[src/rtl/instr_fetch_if.sv]
// Fetch-stage bus bundle: instruction memory req/ack side, decode valid/ready side,
// and the redirect/immediate return path from the extender.
interface instr_fetch_if #(
    parameter int unsigned XLEN = 32
);
    logic            imem_req;
    logic [XLEN-1:0] imem_addr;
    logic            imem_ack;
    logic [31:0]     imem_rdata;
    logic            instr_valid;
    logic            instr_ready;
    logic [31:0]     instr;
    logic [XLEN-1:0] pc;
    logic [XLEN-1:0] pc_plus4;
    logic            redirect;
    logic [XLEN-1:0] imm_ext;
    logic            err_misaligned;

    // Fetch unit side
    modport master (
        output imem_req, imem_addr, instr_valid, instr, pc, pc_plus4, err_misaligned,
        input  imem_ack, imem_rdata, instr_ready, redirect, imm_ext
    );

    // Memory / decode / extender side
    modport slave (
        input  imem_req, imem_addr, instr_valid, instr, pc, pc_plus4, err_misaligned,
        output imem_ack, imem_rdata, instr_ready, redirect, imm_ext
    );
endinterface

[src/rtl/instr_fetch.sv]
// Instruction fetch stage: owns the PC, fetches over req/ack, issues over valid/ready,
// and forms the next PC from pc+4 or pc+imm_ext, halting on a misaligned redirect.
module instr_fetch #(
    parameter int unsigned            XLEN     = 32,
    parameter logic        [XLEN-1:0] RESET_PC = '0
) (
    input logic          clk,
    input logic          reset,
    instr_fetch_if.master bus
);
    localparam logic [31:0]     NOP     = 32'h0000_0013;
    localparam logic [XLEN-1:0] PC_STEP = XLEN'(4);

    typedef enum logic [1:0] {StIdle, StFetch, StIssue, StHalt} state_t;

    state_t          state_q;
    logic [XLEN-1:0] pc_q;
    logic [31:0]     instr_q;
    logic            err_q;
    logic            req_q;
    logic            valid_q;
    logic [XLEN-1:0] target;

    assign target = bus.redirect ? (pc_q + bus.imm_ext) : (pc_q + PC_STEP);

    always_ff @(posedge clk) begin
        if (reset) begin
            state_q <= StIdle;
            pc_q    <= RESET_PC;
            instr_q <= NOP;
            err_q   <= 1'b0;
            req_q   <= 1'b0;
            valid_q <= 1'b0;
        end else begin
            unique case (state_q)
                StIdle: begin
                    state_q <= StFetch;
                    req_q   <= 1'b1;
                end
                StFetch: begin
                    if (bus.imem_ack) begin
                        instr_q <= bus.imem_rdata;
                        state_q <= StIssue;
                        req_q   <= 1'b0;
                        valid_q <= 1'b1;
                    end
                end
                StIssue: begin
                    if (bus.instr_ready) begin
                        valid_q <= 1'b0;
                        // pc+4 stays aligned, so only a redirect target can trap
                        if (bus.redirect && (target[1:0] != 2'b00)) begin
                            err_q   <= 1'b1;
                            state_q <= StHalt;
                        end else begin
                            pc_q    <= target;
                            state_q <= StFetch;
                            req_q   <= 1'b1;
                        end
                    end
                end
                StHalt: begin
                    req_q   <= 1'b0;
                    valid_q <= 1'b0;
                end
                default: begin
                    state_q <= StIdle;
                    req_q   <= 1'b0;
                    valid_q <= 1'b0;
                end
            endcase
        end
    end

    assign bus.imem_req       = req_q;
    assign bus.imem_addr      = pc_q;
    assign bus.instr_valid    = valid_q;
    assign bus.instr          = instr_q;
    assign bus.pc             = pc_q;
    assign bus.pc_plus4       = pc_q + PC_STEP;
    assign bus.err_misaligned = err_q;
endmodule

[src/flat_wrapper.sv]
// flat-port wrapper written by rule: the top's interface ports become plain ports
module instr_fetch_flat 
#(
    parameter int unsigned            XLEN     = 32,
    parameter logic        [XLEN-1:0] RESET_PC = '0
)
  (clk, reset, bus_imem_req, bus_imem_addr, bus_instr_valid, bus_instr, bus_pc, bus_pc_plus4, bus_err_misaligned, bus_imem_ack, bus_imem_rdata, bus_instr_ready, bus_redirect, bus_imm_ext);
  instr_fetch_if #(.XLEN(XLEN)) bus_i ();
  input logic clk;
  input logic reset;
  output wire logic [$bits(bus_i.imem_req)-1:0] bus_imem_req;
  output wire logic [$bits(bus_i.imem_addr)-1:0] bus_imem_addr;
  output wire logic [$bits(bus_i.instr_valid)-1:0] bus_instr_valid;
  output wire logic [$bits(bus_i.instr)-1:0] bus_instr;
  output wire logic [$bits(bus_i.pc)-1:0] bus_pc;
  output wire logic [$bits(bus_i.pc_plus4)-1:0] bus_pc_plus4;
  output wire logic [$bits(bus_i.err_misaligned)-1:0] bus_err_misaligned;
  input wire logic [$bits(bus_i.imem_ack)-1:0] bus_imem_ack;
  input wire logic [$bits(bus_i.imem_rdata)-1:0] bus_imem_rdata;
  input wire logic [$bits(bus_i.instr_ready)-1:0] bus_instr_ready;
  input wire logic [$bits(bus_i.redirect)-1:0] bus_redirect;
  input wire logic [$bits(bus_i.imm_ext)-1:0] bus_imm_ext;
  assign bus_imem_req = bus_i.imem_req;
  assign bus_imem_addr = bus_i.imem_addr;
  assign bus_instr_valid = bus_i.instr_valid;
  assign bus_instr = bus_i.instr;
  assign bus_pc = bus_i.pc;
  assign bus_pc_plus4 = bus_i.pc_plus4;
  assign bus_err_misaligned = bus_i.err_misaligned;
  assign bus_i.imem_ack = bus_imem_ack;
  assign bus_i.imem_rdata = bus_imem_rdata;
  assign bus_i.instr_ready = bus_instr_ready;
  assign bus_i.redirect = bus_redirect;
  assign bus_i.imm_ext = bus_imm_ext;
  instr_fetch #(.XLEN(XLEN), .RESET_PC(RESET_PC)) u_core (.clk(clk), .reset(reset), .bus(bus_i));
endmodule
[config.mk]
export PLATFORM = sky130hd
export DESIGN_NAME = instr_fetch_flat
export DESIGN_NICKNAME = d
export VERILOG_FILES = /design/src/rtl/instr_fetch_if.sv /design/src/rtl/instr_fetch.sv /design/src/flat_wrapper.sv
export SDC_FILE = /design/constraint.sdc
export NUM_CORES = 1
export LEC_CHECK = 0
export ABC_AREA = 1
export CAP_MARGIN = 10
export CELL_PAD_IN_SITES_DETAIL_PLACEMENT = 1
export CELL_PAD_IN_SITES_GLOBAL_PLACEMENT = 1
export CORE_UTILIZATION = 28
export DETAILED_ROUTE_END_ITERATION = 16
export HOLD_SLACK_MARGIN = 0.06
export PLACE_DENSITY = 0.87
export REMOVE_ABC_BUFFERS = 1
export SYNTH_ARGS = -nofsm -noshare
export SYNTH_HDL_FRONTEND = slang
export SYNTH_SLANG_ARGS = --single-unit
[constraint.sdc]
create_clock -name clk -period 1.9 [get_ports clk]
set_input_delay 0.38 -clock clk [delete_from_list [all_inputs] [get_ports clk]]
set_output_delay 0.38 -clock clk [all_outputs]
set_load 0.03 [all_outputs]
==> qor_table.md, run 1 <==
| Group | Item | Value |
|---|---|---|
| clocking | Number of buffers inserted during clock tree synthesis | 9 |
| synthesis | Synthesized netlist cell count | 1036 |
| synthesis | Per-instance average area after synthesis | 5.86 um2 |
| global routing | Maximum number of pins on one net before global-route repair | 42 |
| status | Stage where the flow stopped | global routing |
| synthesis | Post-synthesis share of cell area spent on and, or, nand and nor gates | 0.383 |
| floorplanning | Die X | 149 um |
| timing | Worst endpoint pin kind | output port |
| global routing | Global-route usage over all layers | 0.550 |
| placed design | # placed instances | 1640 |
| clocking | H-tree depth reported by CTS | 3 |
| placed design | Port Buffer Count | 199 |
| global routing | Sum of overflow across all layers after global routing | 7 |
| synthesis | Unique masters post-synth | 38 |
| placed design | Placer Congestion | 0.907 |
| synthesis | Post-synthesis share of cell area spent on full adders, half adders and majority gates | 0.0755 |
| floorplanning | Io pins | 200 |
| synthesis | Post-synthesis cell area | 6070 um2 |
| clocking | Bufs on Longest Clock Path | 2 |
| synthesis | Yosys synthesis warning count | 0 |
| floorplanning | Num rows | 53 |
| clocking | Clock Sinks | 69 |
| synthesis | Sequential cell area fraction in the yosys report | 0.228 |
| floorplanning | Effective utilization at floorplan | 0.287 |
| clocking | Hold-fix buffer count after cts | 0 |
| placed design | Placement Cell Area | 9670 um2 |
| timing | Worst-path endpoint after global-route repair_timing | bus_pc_plus4[20] |
| synthesis | Fraction of synthesized area in multiplexers | 0 |
| placed design | Detailed placement HPWL | 22.7 mm |
| synthesis | Number of synthesized register bits | 69 |
| synthesis | Compound-gate portion of the synthesized area | 0.123 |
| synthesis | Xor-xnor portion of the synthesized cell area | 0.0447 |
| clocking | Clock root cell | sky130_fd_sc_hd__clkbuf_16 |
| status | Run-stopping error | [ERROR GRT-0232] Routing congestion too high. Check the congestion heatmap in the GUI. |
| status | Run status | stopped before the end |
| floorplanning | Die height | 149 um |
| synthesis | Dominant combinational cell family by area after synthesis | simple AND/OR/NAND/NOR gates |
stage by stage:
| step | util | worst slack, ns | TNS [ns] | hold WS [ns] |
|---|---|---|---|---|
| 4_1_cts | 0.560 | -0.336 | -9.34 | 0.465 |
| 2_1_floorplan | - | -1.71 | -58.78 | 0.442 |
| 3_3_place_gp | 0.457 | -0.727 | -24.53 | 0.444 |
| 3_5_place_dp | 0.457 | -0.909 | -29.80 | 0.455 |
logic make-up after synthesis:
kind of cell	after synthesis
AO/OA/AOI/OAI	141
XOR/XNOR	31
AND/OR/NAND/NOR	559
adder cells (fa/ha/maj)	36
flip-flops	69
buffers and inverters	200
synthesized netlist by cell type:
master / number / share of area
sky130_fd_sc_hd__nand2_1: 316 / 0.20
sky130_fd_sc_hd__inv_1: 139 / 0.086
sky130_fd_sc_hd__nor2_1: 127 / 0.079
sky130_fd_sc_hd__dfxtp_1: 69 / 0.23
sky130_fd_sc_hd__nand3_1: 65 / 0.054
sky130_fd_sc_hd__o21ai_0: 61 / 0.050
sky130_fd_sc_hd__a21oi_1: 60 / 0.049
sky130_fd_sc_hd__buf_4: 35 / 0.043
sky130_fd_sc_hd__ha_1: 35 / 0.072
sky130_fd_sc_hd__xor2_1: 26 / 0.038
sky130_fd_sc_hd__clkbuf_1: 16 / 0.0099
sky130_fd_sc_hd__nor3_1: 15 / 0.012
sky130_fd_sc_hd__nand4_1: 8 / 0.0082
sky130_fd_sc_hd__o21bai_1: 7 / 0.0087
sky130_fd_sc_hd__nand3b_1: 6 / 0.0074
sky130_fd_sc_hd__xnor2_1: 5 / 0.0072
sky130_fd_sc_hd__and2_1: 4 / 0.0041
sky130_fd_sc_hd__buf_2: 4 / 0.0033
sky130_fd_sc_hd__o21ai_1: 4 / 0.0033
sky130_fd_sc_hd__a31oi_1: 3 / 0.0031
sky130_fd_sc_hd__buf_1: 3 / 0.0019
sky130_fd_sc_hd__inv_2: 3 / 0.0019
sky130_fd_sc_hd__or2_1: 3 / 0.0031
sky130_fd_sc_hd__or2_2: 3 / 0.0031
sky130_fd_sc_hd__nand2_2: 2 / 0.0021
sky130_fd_sc_hd__nor2_2: 2 / 0.0021
sky130_fd_sc_hd__nor2_4: 2 / 0.0037
sky130_fd_sc_hd__nor3_2: 2 / 0.0033
sky130_fd_sc_hd__o211ai_1: 2 / 0.0025
sky130_fd_sc_hd__a21o_1: 1 / 0.0012
sky130_fd_sc_hd__a21oi_2: 1 / 0.0014
sky130_fd_sc_hd__a221oi_1: 1 / 0.0014
sky130_fd_sc_hd__fa_1: 1 / 0.0033
sky130_fd_sc_hd__nand3_4: 1 / 0.0029
sky130_fd_sc_hd__nor3b_1: 1 / 0.0012
sky130_fd_sc_hd__nor4_1: 1 / 0.0010
sky130_fd_sc_hd__o21a_1: 1 / 0.0012
sky130_fd_sc_hd__or3_1: 1 / 0.0010
metal layers:
| metal | GRT usage | GRT overflow |
|---|---|---|
| met1 | 0.546 | 0 |
| met2 | 0.821 | 2 |
| met3 | 0.261 | 0 |
| met4 | 0.569 | 5 |
| met5 | 0.0205 | 0 |
what timing repair did:
action	CTS
setup endpoints to repair	121
cloned	3
buffers inserted	67
resized for setup	468
endpoints found under the hold margin	0
pin swaps	115
==> inputs of run 2 (changes only) <==
Settings changed: CELL_PAD_IN_SITES_DETAIL_PLACEMENT 1 to unset, CELL_PAD_IN_SITES_GLOBAL_PLACEMENT 1 to unset, CORE_UTILIZATION 28 to 25, HOLD_SLACK_MARGIN 0.06 to unset, PLACE_DENSITY 0.87 to unset, PLACE_DENSITY_LB_ADDON set to 0.15.
Clock period 1.9 ns to 2.5 ns, I/O delays scaled along.
==> run 2 against run 1 <==
  * The flow now finishes without violations
  * Synthesized cell count unchanged
  * Synthesized area unchanged
==> qor_table.md, run 2 <==
| Group | Item | Value | Delta |
|---|---|---|---|
| final layout | Most common library cell in the layout ignoring fill and taps | sky130_fd_sc_hd__nand2_1 |  |
| timing | Setup Skew | 0.0101 ns |  |
| worst setup path | Required @ worst endpoint | 2.00 ns |  |
| placed design | Place WS | -0.253 ns | +0.657 ns |
| drt | Antenna-violating nets left | 0 |  |
| worst setup path | Biggest cell delay along the critical path | 0.46 ns |  |
| worst setup path | Critical Path AT | 1.91 ns |  |
| clocking | Clock root cell | sky130_fd_sc_hd__clkbuf_16 |  |
| final layout | Design Area, Final | 9480 um2 |  |
| drt | Violation count after the first detailed-route iteration | 406 |  |
| clocking | Hold-fix buffer count after cts | 0 | unchanged |
| timing | Maximum achievable frequency | 0.414 GHz |  |
| final layout | Antenna cell count | 0 |  |
| placed design | Placer Congestion | 0.895 | -1.3% |
| synthesis | Post-synth top area share | 0.228 | unchanged |
| synthesis | Most repeated cell in the gate-level netlist after synthesis | sky130_fd_sc_hd__nand2_1 |  |
| synthesis | Number of synthesized register bits | 69 | unchanged |
| worst setup path | Slowest CP cell | sky130_fd_sc_hd__dfxtp_2 |  |
| synthesis | Yosys synthesis warning count | 0 | unchanged |
| worst setup path | Largest driver fanout on the critical path | 9 |  |
| synthesis | Synthesized netlist cell count | 1036 | unchanged |
| timing | Count of final setup violators | 0 |  |
| clocking | Source-to-sink clock delay at the later pin of the worst-skew pair | 0.33 ns |  |
| pwr | Total design power | 5.17 mW |  |
| drt | First-pass iteration count of the detailed router | 6 |  |
| synthesis | Per-instance average area after synthesis | 5.86 um2 | unchanged |
| timing | Hold Fails Final Rpt | 0 |  |
| global routing | First-pass GRT wire length | 36.5 mm |  |
| final layout | Filler Cell Count | 2620 |  |
| pwr | Lkg Pwr | 4.58 nW |  |
| floorplanning | Die X | 158 um | +5.8% |
| worst hold path | Cell depth of the worst hold path | 2 |  |
| worst setup path | Cell seen most often among critical-path stages | sky130_fd_sc_hd__nand2_1 |  |
| final layout | Ratio of cells with drive above 1 in the final layout | 0.154 |  |
| clocking | Number of buffers inserted during clock tree synthesis | 9 | unchanged |
| drt | Wire length per cell after detailed routing | 14.9 um |  |
| placed design | # placed instances | 1601 | -2.4% |
| floorplanning | Die height | 158 um | +5.8% |
| floorplanning | Effective utilization at floorplan | 0.257 | -0.0299 |
| drt | Wire length reported by the detailed router | 24.1 mm |  |
| placed design | Port Buffer Count | 199 | unchanged |
| timing | Final period utilization | 0.966 |  |
| clocking | Reg clk slew, reported paths | 0.06 ns |  |
| clocking | H-tree depth reported by CTS | 3 | unchanged |
| status | Run status | finished clean |  |
| global routing | Global-route usage over all layers | 0.193 |  |
| flow run | Max Cap Viol | 0 |  |
| clocking | Bufs on Longest Clock Path | 2 | unchanged |
| clocking | Clock Sinks | 69 | unchanged |
| floorplanning | Overall die area | 24900 um2 |  |
| final layout | Highest-count cells in the layout ignoring fill and taps | sky130_fd_sc_hd__nand2_1 (312), sky130_fd_sc_hd__clkdlybuf4s50_1 (172), sky130_fd_sc_hd__inv_1 (139) |  |
| worst setup path | Category of the worst setup path launch point | flop |  |
| drt | DRC violation count after routing | 0 |  |
| timing | Setup repair after global routing missed its margin | yes |  |
| floorplanning | Io pins | 200 | unchanged |
| synthesis | Dominant register cell in the synthesized netlist | sky130_fd_sc_hd__dfxtp_1 |  |
| final layout | Number of non-filler instances in the completed layout | 1618 |  |
| worst setup path | Cell family with most CP delay | simple AND/OR/NAND/NOR gates |  |
| timing | Worst-margin pin slew | 0.409 ns |  |
| synthesis | List of most frequent post-synthesis cells | sky130_fd_sc_hd__nand2_1 (316), sky130_fd_sc_hd__inv_1 (139), sky130_fd_sc_hd__nor2_1 (127), sky130_fd_sc_hd__dfxtp_1 (69), sky130_fd_sc_hd__nand3_1 (65) |  |
| synthesis | Sequential cell area fraction in the yosys report | 0.228 | unchanged |
| synthesis | Post-synthesis cell area | 6070 um2 | unchanged |
| worst setup path | Element type at the critical path end | output port |  |
| global routing | Initial antenna violation count | 0 |  |
| timing | Max Transition Viols Final | 0 |  |
| worst setup path | Path type of the worst setup path | reg2out |  |
| synthesis | Number of enable-type register cells in the synthesized netlist | 0 | unchanged |
| synthesis | Share of async-settable or async-resettable flops after synthesis | 0 | unchanged |
| floorplanning | Placeable core region | 23600 um2 |  |
| floorplanning | Num rows | 56 | +5.7% |
| drt | Vias per std cell | 4.47 |  |
| timing | Worst-case setup margin in the final layout | 0.0851 ns |  |
| timing | Max-Slew Margin vs Limit | 0.727 |  |
| drt | Routed via count | 7233 |  |
| pwr | Worst VDD drop | 0.385 mV |  |
| synthesis | Leading area contributor after synthesis | sky130_fd_sc_hd__dfxtp_1 |  |
| worst setup path | Count of cells along the worst register-to-register path | 9 |  |
| final layout | Final net count | 1400 |  |
| placed design | Placement Cell Area | 9100 um2 | -5.9% |
| clocking | TritonCTS clock tree | done |  |
| synthesis | Unique masters post-synth | 38 | unchanged |
| worst hold path | Worst min-delay path class | reg2reg |  |
| timing | Min Tclk post-route | 2.41 ns |  |
| global routing | Sum of overflow across all layers after global routing | 0 |  |
| worst setup path | Total stage count of the critical path | 8 |  |
| pwr | Power density over cell area | 545 nW/um2 |  |
| final layout | Syn-to-layout area delta | 56.2% |  |
| global routing | Maximum number of pins on one net before global-route repair | 42 |  |
| worst setup path | CP bufs+invs | 1 |  |
| synthesis | Ranking of synthesized cells by area | sky130_fd_sc_hd__dfxtp_1 (23%), sky130_fd_sc_hd__nand2_1 (20%), sky130_fd_sc_hd__inv_1 (8.6%), sky130_fd_sc_hd__nor2_1 (7.9%), sky130_fd_sc_hd__ha_1 (7.2%) |  |
| placed design | Detailed placement HPWL | 19.7 mm | -13% |
| global routing | Number of global-route vias before repair | 6664 |  |
| worst setup path | List of cells traversed by the critical path | nand2_1, nor2_1, nand2_1, nor2_1, nand2_1, or2_2, nand2_1, buf_12 |  |
[run 2: cell counts after synthesis]
No cell type changed its count.
[run 2: final cells by class]
| class | instances | area [um2] | share of cell area |
|---|---|---|---|
| multi-input combinational | 767 | 3870 | 0.408 |
| tap | 319 | 399 | 0.0421 |
| timing repair buffer | 306 | 3000 | 0.316 |
| clock buffer | 9 | 225 | 0.0238 |
| sequential | 69 | 1420 | 0.149 |
| clock inverter | 6 | 40.0 | 0.00422 |
| inverter | 142 | 533 | 0.0562 |
[run 2: cells by family (layout without fill, tap and decap cells)]
group	Yosys count	count (layout)	synth area share
simple gates	559	559	0.383
buf+inv	200	463	0.146
compound gates	141	141	0.123
xor+xnor	31	31	0.0447
fa+ha+maj	36	36	0.0755
flops	69	69	0.228
[run 2: worst paths after layout]
path / start / endpoint / slack (ns)
max: u_core.bus.imem_addr[22]$_SDFFE_PP0P_ / bus_pc_plus4[23] / 0.09
min: u_core.bus.err_misaligned$_SDFFE_PP0P_ / u_core.bus.err_misaligned$_SDFFE_PP0P_ / 0.45
max reg2reg: u_core.bus.imem_addr[0]$_SDFFE_PP0P_ / u_core.bus.imem_addr[14]$_SDFFE_PP0P_ / 0.29
min reg2reg: u_core.bus.err_misaligned$_SDFFE_PP0P_ / u_core.bus.err_misaligned$_SDFFE_PP0P_ / 0.45
[run 2: power breakdown]
group	switching [mW]	leakage (nW)	total, mW	internal [mW]
combinational	1.45	3.87	2.53	1.09
sequential	0.152	0.573	1.46	1.31
clock	0.509	0.131	1.18	0.666
[run 2: layer usage]
| layer | up-vias | track usage | share of wire | routed length (um) |
|---|---|---|---|---|
| met4 | 0 | 0.0333 | 0.0095 | 229 |
| met2 | 212 | 0.325 | 0.47 | 11300 |
| li1 | 3759 | - | - | - |
| met1 | 3244 | 0.260 | 0.47 | 11200 |
| met3 | 18 | 0.0323 | 0.055 | 1320 |
| met5 | - | 0 | 0 | 0 |
[run 2: stage by stage]
stage	setup TNS (ns)	util	hold slack, ns
5_1_grt	-0.0423	0.401	0.490
4_1_cts	-0.0146	0.398	0.456
6_report	0	0.401	0.455
3_5_place_dp	-4.83	0.385	0.443
3_3_place_gp	-4.06	0.385	0.443
2_1_floorplan	-29.41	-	0.478
[run 2: tightest hold or removal path, stage by stage, from the launching register on]
cell,delay [ns]
sky130_fd_sc_hd__dfxtp_1,0.31
sky130_fd_sc_hd__inv_1,0.05
sky130_fd_sc_hd__a21oi_1,0.05
[run 2: repair_timing]
| item | in CTS | in global routing |
|---|---|---|
| pin swaps | 0 | 3 |
| buffers inserted | 1 | 1 |
| cloned | 0 | 0 |
| resized for setup | 12 | 33 |
| setup endpoints to repair | 17 | 29 |
Power figures use the tool's default switching activity.
